### src/rtl/spi_ram_master.sv
// SPI master for the SPI-slave/RAM wrapper: serialises 10-bit commands (one bit per clk) into an SS_n frame
// and, for read-data commands, deserialises the returned RAM byte from MISO.
module spi_ram_master #(
    parameter int RD_GAP = 2
) (
    input  logic       clk,
    input  logic       rst,
    input  logic       cmd_valid,
    output logic       cmd_ready,
    input  logic [1:0] cmd_op,
    input  logic [7:0] cmd_data,
    output logic       rsp_valid,
    output logic [7:0] rsp_data,
    output logic       busy,
    output logic       SS_n,
    output logic       MOSI,
    input  logic       MISO
);

    typedef enum logic [2:0] {
        IDLE,
        CHK,
        SHIFT,
        GAP,
        RECV,
        DONE
    } state_t;

    localparam logic [3:0] GAP_LAST = 4'(RD_GAP - 1);

    state_t     state;
    logic [9:0] word;
    logic [3:0] cnt;
    logic [7:0] shift;
    logic       rd_op;

    assign cmd_ready = (state == IDLE);
    assign busy      = (state != IDLE);

    always_ff @(posedge clk or posedge rst) begin
        if (rst) begin
            state     <= IDLE;
            word      <= '0;
            cnt       <= '0;
            shift     <= '0;
            rd_op     <= 1'b0;
            rsp_valid <= 1'b0;
            rsp_data  <= '0;
            SS_n      <= 1'b1;
            MOSI      <= 1'b0;
        end else begin
            rsp_valid <= 1'b0;
            case (state)
                IDLE: begin
                    if (cmd_valid) begin
                        word  <= {cmd_op, cmd_data};
                        rd_op <= &cmd_op;
                        state <= CHK;
                        SS_n  <= 1'b0;
                        MOSI  <= cmd_op[1];
                    end
                end
                CHK: begin
                    state <= SHIFT;
                    MOSI  <= word[9];
                    cnt   <= '0;
                end
                SHIFT: begin
                    // word is shifted left each bit so word[8] always holds the next bit to send
                    if (cnt == 4'd9) begin
                        MOSI <= 1'b0;
                        cnt  <= '0;
                        if (rd_op) begin
                            state <= GAP;
                        end else begin
                            state <= DONE;
                            SS_n  <= 1'b1;
                        end
                    end else begin
                        cnt  <= cnt + 4'd1;
                        MOSI <= word[8];
                        word <= {word[8:0], 1'b0};
                    end
                end
                GAP: begin
                    if (cnt == GAP_LAST) begin
                        cnt   <= '0;
                        state <= RECV;
                    end else begin
                        cnt <= cnt + 4'd1;
                    end
                end
                RECV: begin
                    shift <= {shift[6:0], MISO};
                    if (cnt == 4'd7) begin
                        cnt       <= '0;
                        state     <= DONE;
                        SS_n      <= 1'b1;
                        rsp_valid <= 1'b1;
                        rsp_data  <= {shift[6:0], MISO};
                    end else begin
                        cnt <= cnt + 4'd1;
                    end
                end
                DONE: begin
                    state <= IDLE;
                end
                default: begin
                    state <= IDLE;
                    SS_n  <= 1'b1;
                    MOSI  <= 1'b0;
                end
            endcase
        end
    end

endmodule

### config.mk
export PLATFORM = sky130hd
export DESIGN_NAME = spi_ram_master
export DESIGN_NICKNAME = d
export VERILOG_FILES = /design/src/rtl/spi_ram_master.sv
export SDC_FILE = /design/constraint.sdc
export NUM_CORES = 1
export LEC_CHECK = 0
export BUFFER_PORTS_ARGS = -buffer_cell sky130_fd_sc_hd__buf_4
export CAP_MARGIN = 0
export CELL_PAD_IN_SITES_DETAIL_PLACEMENT = 1
export CELL_PAD_IN_SITES_GLOBAL_PLACEMENT = 1
export CORE_MARGIN = 2
export CORE_UTILIZATION = 46
export CTS_CLUSTER_SIZE = 10
export DETAILED_ROUTE_END_ITERATION = 10
export PLACE_DENSITY = 0.79
export SYNTH_ARGS = -nofsm -noshare
export SYNTH_HDL_FRONTEND = slang
export SYNTH_SLANG_ARGS = --single-unit
export TNS_END_PERCENT = 30
### constraint.sdc
create_clock -name clk -period 3.2 [get_ports clk]
set_input_delay 0.32 -clock clk [delete_from_list [all_inputs] [get_ports clk]]
set_output_delay 0.32 -clock clk [all_outputs]
set_load 0.02 [all_outputs]
==> report_table.html <==
<table>
<tr><th>Metric</th><th>Value</th></tr>
<tr><th colspan="2">Run status</th></tr>
<tr><td>Outcome</td><td>finished, final reports clean</td></tr>
<tr><th colspan="2">Placement</th></tr>
<tr><td>Dpl ws</td><td>1195 ps</td></tr>
<tr><td>Placed instance count</td><td>246</td></tr>
<tr><td>Number of buffers inserted by port buffering</td><td>26</td></tr>
<tr><td>Cell Area, Placed</td><td>0.001997 mm²</td></tr>
<tr><td>DP HPWL</td><td>2.764 mm</td></tr>
<tr><td>Routability-driven placement congestion ratio</td><td>0.8530</td></tr>
<tr><th colspan="2">Logic synthesis</th></tr>
<tr><td>Post-synth EDFFs</td><td>0</td></tr>
<tr><td>Area fraction in and, or, nand and nor cells after synthesis</td><td>0.1912</td></tr>
<tr><td>Synth Net Count</td><td>194</td></tr>
<tr><td>Post-synthesis instance area</td><td>0.001773 mm²</td></tr>
<tr><td>Dominant combinational cell family by area after synthesis</td><td>simple AND/OR/NAND/NOR gates</td></tr>
<tr><td>Distinct cell type count after synthesis</td><td>40</td></tr>
<tr><td>Synth Instances</td><td>178</td></tr>
<tr><td>Sequential element share of the synthesized area</td><td>0.5088</td></tr>
<tr><td>Xor/xnor share of the synthesized area</td><td>0.004940</td></tr>
<tr><td>Syn avg cell area</td><td>9.960 µm²</td></tr>
<tr><td>Number of flip-flops and latches in the synthesized netlist</td><td>36</td></tr>
<tr><td>Adder-cell share of the synthesized area</td><td>0.01411</td></tr>
<tr><td>Main flop type after synthesis</td><td>dfrtp_1</td></tr>
<tr><td>Compound-Gate Fraction of Synth Area</td><td>0.1341</td></tr>
<tr><td>Share of synthesized area spent on multiplexers</td><td>0.1016</td></tr>
<tr><td>Count of warnings emitted by yosys</td><td>0</td></tr>
<tr><td>Fraction of registers with async set or reset after synthesis</td><td>1.000</td></tr>
<tr><th colspan="2">Timing</th></tr>
<tr><td>Post-layout min period</td><td>2011 ps</td></tr>
<tr><td>Total count of hold-check failures in the final report</td><td>0</td></tr>
<tr><td>Highest achievable clock rate</td><td>497.2 MHz</td></tr>
<tr><td>Pin slew with the least headroom to its limit</td><td>684.2 ps</td></tr>
<tr><td>Final TNS setup</td><td>0 ps</td></tr>
<tr><td>Hold slack</td><td>139.8 ps</td></tr>
<tr><td>Worst max-slew margin expressed relative to the limit</td><td>0.5439</td></tr>
<tr><td>Final clock period utilization by the worst path</td><td>0.6285</td></tr>
<tr><td>Worst Slack Setup Final</td><td>1189 ps</td></tr>
<tr><td>Setup repair after global routing missed its margin</td><td>no</td></tr>
<tr><td>Max Clock Skew</td><td>6.567 ps</td></tr>
<tr><td>Setup Viol. Count Final</td><td>0</td></tr>
<tr><td>Final-report max-slew violation count</td><td>0</td></tr>
<tr><th colspan="2">Die</th></tr>
<tr><td>Horiz. Die Dim</td><td>66.08 µm</td></tr>
<tr><td>Number of rows in the core area</td><td>22</td></tr>
<tr><td>Die ar.</td><td>0.004367 mm²</td></tr>
<tr><td>Height of the die</td><td>66.08 µm</td></tr>
<tr><td>Initial standard-cell utilization of the core</td><td>0.4807</td></tr>
<tr><td>Number of top-level design ports</td><td>27</td></tr>
<tr><td>Core box area</td><td>0.003689 mm²</td></tr>
<tr><th colspan="2">Worst setup path</th></tr>
<tr><td>Largest fanout on the critical path</td><td>19</td></tr>
<tr><td>Cells on worst reg2reg path</td><td>4</td></tr>
<tr><td>Critical Path End Type</td><td>flop</td></tr>
<tr><td>Data arrival time at the worst-slack endpoint</td><td>2140 ps</td></tr>
<tr><td>Worst setup path category</td><td>flop to flop</td></tr>
<tr><td>Endpoint required time on the critical path</td><td>3330 ps</td></tr>
<tr><td>Startpoint type of the worst setup path</td><td>flop</td></tr>
<tr><th colspan="2">Power</th></tr>
<tr><td>Power per cell area</td><td>914.0 mW/mm²</td></tr>
<tr><td>Static Leak</td><td>0.9955 nW</td></tr>
<tr><td>Maximum VDD drop</td><td>0.4008 mV</td></tr>
<tr><th colspan="2">Global route</th></tr>
<tr><td>First-pass GRT wire length</td><td>6.893 mm</td></tr>
<tr><td>Global-route total usage across every layer</td><td>0.2098</td></tr>
<tr><td>Leftover overflow at the end of global routing</td><td>0</td></tr>
<tr><td>Initial antenna violation count</td><td>0</td></tr>
<tr><td>Largest net degree at the start of global routing</td><td>37</td></tr>
<tr><td>Number of global-route vias before repair</td><td>1,475</td></tr>
<tr><th colspan="2">Clock tree</th></tr>
<tr><td>Number of hold buffers added after cts</td><td>0</td></tr>
<tr><td>TritonCTS clock tree</td><td>built</td></tr>
<tr><td>Cts bufs inserted</td><td>5</td></tr>
<tr><td>Clk pin slew, worst setup/hold paths</td><td>70 ps</td></tr>
<tr><td>Clock tree root buffer cell</td><td>clkbuf_8</td></tr>
<tr><td>H-tree level count</td><td>2</td></tr>
<tr><td>Setup Fix Bufs, Post-CTS</td><td>0</td></tr>
<tr><td>Clock tree buffer depth</td><td>2</td></tr>
<tr><td>Post-cts gate resize count</td><td>0</td></tr>
<tr><td>Clock latency of the later-clocked register in the worst-skew pair</td><td>280 ps</td></tr>
<tr><td>Total number of clock tree sinks</td><td>36</td></tr>
<tr><th colspan="2">Drt</th></tr>
<tr><td>Number of vias in the routed layout</td><td>1,358</td></tr>
<tr><td>Mean routed wirelength per cell</td><td>15.34 µm</td></tr>
<tr><td>Routed vias/inst</td><td>5.346</td></tr>
<tr><td>First DRT Iteration DRCs</td><td>34</td></tr>
<tr><td>Antenna Violating Nets Remaining</td><td>0</td></tr>
<tr><td>Pre-Repair DR Iteration Count</td><td>2</td></tr>
<tr><td>Detailed-route wire length</td><td>3.897 mm</td></tr>
<tr><td>Number of DRC violations after detailed routing</td><td>0</td></tr>
<tr><th colspan="2">Final layout</th></tr>
<tr><td>Fraction of final layout cells sized beyond drive strength 1</td><td>0.2427</td></tr>
<tr><td>Non-filler instance count after layout</td><td>254</td></tr>
<tr><td>Summed area of non-filler cells in the final layout</td><td>0.002091 mm²</td></tr>
<tr><td>N_diodes</td><td>0</td></tr>
<tr><td>Syn-to-layout area delta</td><td>17.93%</td></tr>
<tr><td>Count of nets after finishing</td><td>221</td></tr>
<tr><th colspan="2">Worst hold path</th></tr>
<tr><td>Worst hold path class</td><td>input port to asynchronous set/reset pin</td></tr>
<tr><th colspan="2">Flow run</th></tr>
<tr><td>Count of max-cap constraint violations</td><td>0</td></tr>
</table>
[state kept, by name, summed over array words and instances, names as in the netlist]
| register | flops |
|---|---|
| MOSI | 1 |
| rd_op | 1 |
| word | 10 |
| cnt | 4 |
| shift | 7 |
| state | 3 |
| rsp_valid | 1 |
| SS_n | 1 |
| rsp_data | 8 |
[power by group]
group          internal, W  total (W)  switching (W)
Combinational     0.000320   0.000763       0.000442
Sequential        0.000621   0.000816       0.000195
Clock             0.000175   0.000332       0.000157
[cells in the mapped netlist, types with 2 or more instances]
cell type / number / area, µm²
nor2_1: 5 / 18.77
nand3b_1: 3 / 22.52
nand2b_1: 2 / 12.51
nand3_1: 6 / 30.03
nand2_1: 37 / 138.9
nor2b_1: 2 / 12.51
ha_1: 2 / 25.02
buf_4: 3 / 22.52
nor3_1: 4 / 20.02
dfrtp_1: 35 / 875.8
o21ai_0: 17 / 85.08
mux2i_1: 9 / 90.09
a21oi_1: 8 / 40.04
mux2_1: 2 / 22.52
inv_1: 9 / 33.78
mux2_2: 6 / 67.56
and2_1: 2 / 12.51
buf_2: 4 / 20.02
[layer usage]
| metal | part of all wire | track usage |
|---|---|---|
| met5 | 0 | 0 |
| met4 | 0.012 | 0.08163 |
| met3 | 0.031 | 0.05451 |
| met2 | 0.51 | 0.3550 |
| met1 | 0.44 | 0.2547 |
[worst max-delay path, stage by stage, from the launching register on]
cell     delay (ps)
dfrtp_1         590
nor3b_2         260
buf_4           220
a21oi_2         580
o21ai_0         210
[cells in the final DEF, fill, tap and decap left out, types with 2 or more instances in the layout]
cell type,count
nor2b_1,2
mux2_2,6
a21oi_1,8
nand2b_1,2
ha_1,2
nand2_1,37
clkbuf_8,6
inv_1,9
nand3b_1,3
mux2_1,2
o21ai_0,17
buf_4,28
and2_1,2
nand3_1,6
nor2_1,5
mux2i_1,9
dfrtp_1,35
nor3_1,4
[final timing paths]
path / start / end / slack [ps]
max in group asynchronous: rst / SS_n / 2710
setup reg to reg: state[1] / word[2] / 1190
hold / removal: rst / rsp_data[6] / 140
setup / recovery: state[1] / word[2] / 1190
min in group clk: MISO / shift[0] / 260
hold reg to reg: rsp_data[3] / rsp_data[3] / 490
[area by class of cell]
cell class | count | area [µm²]
Fill cell | 427 | 1598
Multi-Input combinational cell | 125 | 790.8
Inverter | 9 | 33.78
Clock buffer | 7 | 86.33
Clock inverter | 1 | 7.507
Tap cell | 48 | 60.06
Timing Repair Buffer | 28 | 210.2
Sequential cell | 36 | 902.1
[kinds of logic after synthesis]
| logic type | after synthesis |
|---|---|
| flip-flops | 36 |
| AO/OA/AOI/OAI | 38 |
| adder cells (fa/ha/maj) | 2 |
| buffers and inverters | 17 |
| XOR/XNOR | 1 |
| AND/OR/NAND/NOR | 67 |
| multiplexers | 17 |
[through the flow]
| step | util | total power (W) |
|---|---|---|
| 4_1_cts | 0.5668 | 0.001935 |
| 5_1_grt | 0.5668 | 0.002071 |
| 2_1_floorplan | - | 0.001377 |
| 6_report | 0.5668 | 0.001911 |
| 3_5_place_dp | 0.5414 | 0.001587 |
| 3_3_place_gp | 0.5414 | 0.001525 |
No activity file was read; power rests on OpenSTA's default activity.
